**src/rtl/gen_tick_ctrl.sv**
```systemverilog
// gen_tick_ctrl: generation-rate controller producing a per-generation tick, a legacy slow clock and run/step/speed command handling
module gen_tick_ctrl #(
  parameter int CNT_W         = 32,
  parameter int BASE_DIV      = 187_500,
  parameter int NUM_SPEEDS    = 4,
  parameter int SPD_W         = 2,
  parameter int INIT_SPEED    = 0,
  parameter int START_RUNNING = 1
) (
  input  logic             clk,
  input  logic             rst,
  input  logic [3:0]       usr_op,
  output logic             tick,
  output logic             clk_out,
  output logic             running,
  output logic [SPD_W-1:0] speed
);
  typedef enum logic {RUNNING, PAUSED} state_t;
  localparam logic [CNT_W-1:0] BASE    = CNT_W'(BASE_DIV);
  localparam logic [SPD_W-1:0] MAX_SPD = SPD_W'(NUM_SPEEDS - 1);
  localparam state_t           INIT_ST = (START_RUNNING != 0) ? RUNNING : PAUSED;
  state_t           state;
  logic [3:0]       prev, op_edge;
  logic [CNT_W-1:0] cnt, limit;
  logic             up, dn, tc, step, fire;
  // command edges, current period limit and the tick/speed decisions for this cycle
  always_comb begin
    op_edge = usr_op & ~prev;
    limit   = (BASE << (MAX_SPD - speed)) - CNT_W'(1);
    up      = op_edge[2] & ~op_edge[3] & (speed != MAX_SPD);
    dn      = op_edge[3] & ~op_edge[2] & (speed != '0);
    tc      = (state == RUNNING) & (cnt == limit);
    step    = (state == PAUSED) & op_edge[1] & ~op_edge[0];
    fire    = tc | step;
  end
  // run/pause state, period counter, speed level and registered tick outputs
  always_ff @(posedge clk or negedge rst) begin
    if (!rst) begin
      state   <= INIT_ST;
      running <= INIT_ST == RUNNING;
      prev    <= '0;
      cnt     <= '0;
      tick    <= 1'b0;
      clk_out <= 1'b0;
      speed   <= SPD_W'(INIT_SPEED);
    end else begin
      prev <= usr_op;
      tick <= fire;
      if (fire) clk_out <= ~clk_out;
      if (op_edge[0]) begin
        state   <= (state == RUNNING) ? PAUSED : RUNNING;
        running <= state != RUNNING;
      end
      if (up) speed <= speed + 1'b1;
      else if (dn) speed <= speed - 1'b1;
      cnt <= (op_edge[0] | up | dn | tc | (state == PAUSED)) ? '0 : cnt + 1'b1;
    end
  end
endmodule
```
**config.mk**
```make
export PLATFORM = sky130hd
export DESIGN_NAME = gen_tick_ctrl
export DESIGN_NICKNAME = d
export VERILOG_FILES = /design/src/rtl/gen_tick_ctrl.sv
export SDC_FILE = /design/constraint.sdc
export NUM_CORES = 1
export LEC_CHECK = 0
export BUFFER_PORTS_ARGS = -buffer_cell sky130_fd_sc_hd__buf_4
export CORE_MARGIN = 3
export CORE_UTILIZATION = 60
export DETAILED_ROUTE_END_ITERATION = 8
export PLACE_DENSITY_LB_ADDON = 0.05
export REMOVE_ABC_BUFFERS = 1
export SLEW_MARGIN = 5
export SYNTH_ARGS = -nofsm -noshare
export SYNTH_HDL_FRONTEND = slang
export SYNTH_SLANG_ARGS = --single-unit
```
**constraint.sdc**
```tcl
create_clock -name clk -period 3.9 [get_ports clk]
set_clock_uncertainty 0.15 [all_clocks]
set_input_delay 0.78 -clock clk [delete_from_list [all_inputs] [get_ports clk]]
set_output_delay 0.78 -clock clk [all_outputs]
set_load 0.1 [all_outputs]
```
==> reports/qor.json <==
{
  "pin_count_of_the_biggest_net_entering_global_routing": 43,
  "gp_congestion": 0.853,
  "num-nets-final": 249,
  "slew_viol_final": 0,
  "post-place-cells": 273,
  "worst_slew_pin_slew_ns": 0.669,
  "global_route.usage.total": 0.225,
  "drtPass1Iterations": 4,
  "post_synth_instance_area_um2": 2280,
  "final_setup_violating_endpoints": 0,
  "total_power_uw": 1290,
  "period_share": 0.776,
  "number_of_antenna_violations_at_the_first_check_in_global_routing": 0,
  "rows": 21,
  "fin_ws_ns": 0.874,
  "path_class": "flop to flop",
  "number_of_global_route_vias_before_repair": 1658,
  "detail_route.drc_violations": 0,
  "drt_wl_total_um": 4430,
  "yosys_register_bits": 42,
  "hold_path.class": "input pin to async pin",
  "detailedRoute.firstIterationViolations": 91,
  "placeableCoreArea_um2": 3490,
  "antenna_cells": 0,
  "die-height_um": 67.6,
  "final_hold_viol_count": 0,
  "outcome": "finished clean",
  "grt_first_pass_wirelength_um": 7520,
  "grt_setup_unrepaired": "false",
  "area_delta_synth_final_pct": 6.98,
  "wire_per_inst_um": 15.8,
  "p_leak_uw": 0.00106,
  "cap_viol_max_count": 0,
  "synth.lib_cells_used.distinct": 39,
  "dieArea_um2": 4570,
  "netlist_instances": 223,
  "worst-endpoint-required_ns": 3.91,
  "start_kind": "flop",
  "cts.hold.buffers_added": 0,
  "cts_tree": "done",
  "io_buffer_count": 10,
  "setup-tns-final_ns": 0,
  "cts_sinks": 42,
  "vias_per_cell": 5.90,
  "post_cts_buffers": 0,
  "dp_worst_setup_slack_ns": 0.879,
  "htreeDepth": 2,
  "max_slew_margin": 0.553,
  "regArea_um2": 1050,
  "post-dp-hpwl_um": 3170,
  "critical_path.max_fanout": 30,
  "power_density_nw_per_um2": 530,
  "irDropWorstVdd_mv": 0.720,
  "synth_ff_type": "sky130_fd_sc_hd__dfrtp_1",
  "count_of_flip_flops_with_a_built_in_enable_after_synthesis": 0,
  "worstSkewPairLatency_ns": 0.30,
  "num_vias": 1659,
  "yosys_warnings": 0,
  "clkTransAtPathRegs_ns": 0.07,
  "cts_repair_resize_count": 0,
  "fmax_mhz": 330,
  "startpoint": "speed[0]",
  "ctsLongestPathBuffers": 2,
  "cp-end-kind": "flop",
  "fillCellCount": 268,
  "die-width_um": 67.6,
  "synth-seq-area-share": 0.462,
  "avg_synthesized_cell_area_um2": 10.2,
  "root_buffer": "sky130_fd_sc_hd__clkbuf_8",
  "final_cell_count_no_fill": 281,
  "synthArstFlopShare": 1.00,
  "detail-route-antenna-nets": 0,
  "finalWorstPathRequiredPeriod_ns": 3.03,
  "grt_overflow": 0,
  "boundaryPins": 11,
  "clock_buffers_created_by_tritoncts": 5,
  "final_layout_size_suffix_gt1_frac": 0.102,
  "regToRegStartpoint": "speed[0]",
  "multi_input_comb_area_um2": 1150,
  "initial_core_util": 0.651,
  "timing.critical_path.arrival_ns": 3.04
}
-- per-stage QoR --
stage	utilization	hold WS [ns]	area, um^2
6_report	0.697	0.301	2430
5_1_grt	0.697	0.338	2430
4_1_cts	0.697	0.319	2430
3_5_place_dp	0.674	0.327	2350
3_3_place_gp	0.674	0.306	2350
2_1_floorplan	-	0.305	2220
-- sequential cells by signal (all words and copies together) (netlist names) --
name / flops
cnt: 32
clk_out: 1
speed: 2
prev: 4
running: 1
state: 1
tick: 1
-- critical path, cell delays in order, from the launching register on --
cell and delay, ns:
sky130_fd_sc_hd__dfrtp_1 0.50, sky130_fd_sc_hd__inv_1 0.21, sky130_fd_sc_hd__ha_1 0.27, sky130_fd_sc_hd__xnor2_1 0.15, sky130_fd_sc_hd__or4_1 0.42, sky130_fd_sc_hd__a2111oi_2 0.36
sky130_fd_sc_hd__o211ai_1 0.22, sky130_fd_sc_hd__nand2_2 0.46, sky130_fd_sc_hd__nor2_1 0.12
-- layer usage --
metal,vias to the layer above,track usage,routed length [um],share of wire
li1,788,-,-,-
met1,814,0.289,1960,0.44
met2,47,0.350,2130,0.48
met3,10,0.0715,248,0.056
met4,0,0.0937,84,0.019
met5,-,0,0,0
-- logic make-up after synthesis --
group,synth area share
AND/OR/NAND/NOR,0.261
XOR/XNOR,0.165
flip-flops,0.462
buffers and inverters,0.0302
adder cells (fa/ha/maj),0.0495
AO/OA/AOI/OAI,0.0220
multiplexers,0.00935
-- path summary, 6_finish.rpt --
path | end | slack (ns) | cells past startpoint
worst min-delay path | cnt[9] | 0.30 | 1
worst min register to register | clk_out | 0.33 | 1
max in group asynchronous | running | 2.93 | 1
worst max-delay path | cnt[18] | 0.87 | 8
worst max register to register | cnt[18] | 0.87 | 8
min in group clk | clk_out | 0.33 | 1
-- synth_stat cells, types with 2 or more instances --
cell type | n | area (um^2)
sky130_fd_sc_hd__nand4_1 | 11 | 68.8
sky130_fd_sc_hd__or3_1 | 2 | 12.5
sky130_fd_sc_hd__and3_2 | 2 | 15.0
sky130_fd_sc_hd__and4_1 | 4 | 35.0
sky130_fd_sc_hd__nand2_1 | 11 | 41.3
sky130_fd_sc_hd__nand3_1 | 15 | 75.1
sky130_fd_sc_hd__nor4b_1 | 2 | 17.5
sky130_fd_sc_hd__buf_6 | 4 | 45.0
sky130_fd_sc_hd__nor4_1 | 3 | 18.8
sky130_fd_sc_hd__inv_1 | 4 | 15.0
sky130_fd_sc_hd__dfrtp_1 | 41 | 1030
sky130_fd_sc_hd__xnor2_1 | 18 | 158
sky130_fd_sc_hd__and3_1 | 6 | 37.5
sky130_fd_sc_hd__xor2_1 | 25 | 219
sky130_fd_sc_hd__nor2_1 | 41 | 154
sky130_fd_sc_hd__ha_1 | 9 | 113
sky130_fd_sc_hd__nor3b_1 | 3 | 22.5
-- where the power goes --
group,switching (uW),leakage (uW),internal [uW]
logic,351,0.000461,145
registers,50.2,0.000563,477
clock network,140,0.0000395,127
total,541,0.00106,749
-- area by class of cell --
| cell class | instances | share of cell area |
|---|---|---|
| multi-input cells | 171 | 0.474 |
| flip-flops and latches | 42 | 0.432 |
| clock buffers | 8 | 0.0329 |
| repair buffers | 10 | 0.0308 |
| well taps | 46 | 0.0236 |
| inverters | 4 | 0.00617 |
-- cell usage in the layout, fill, tap and decap left out, drive strengths merged, types with 2 or more instances in the layout --
master   n
nor4     4
nor2    41
nor3b    3
ha       9
dfrtp   41
nand2   12
buf     10
clkbuf   8
xnor2   18
xor2    25
nor4b    2
or3      2
nand3   15
inv      4
nand4   11
and4     5
and3     8
Note: power is estimated with default switching activity, not from simulation.
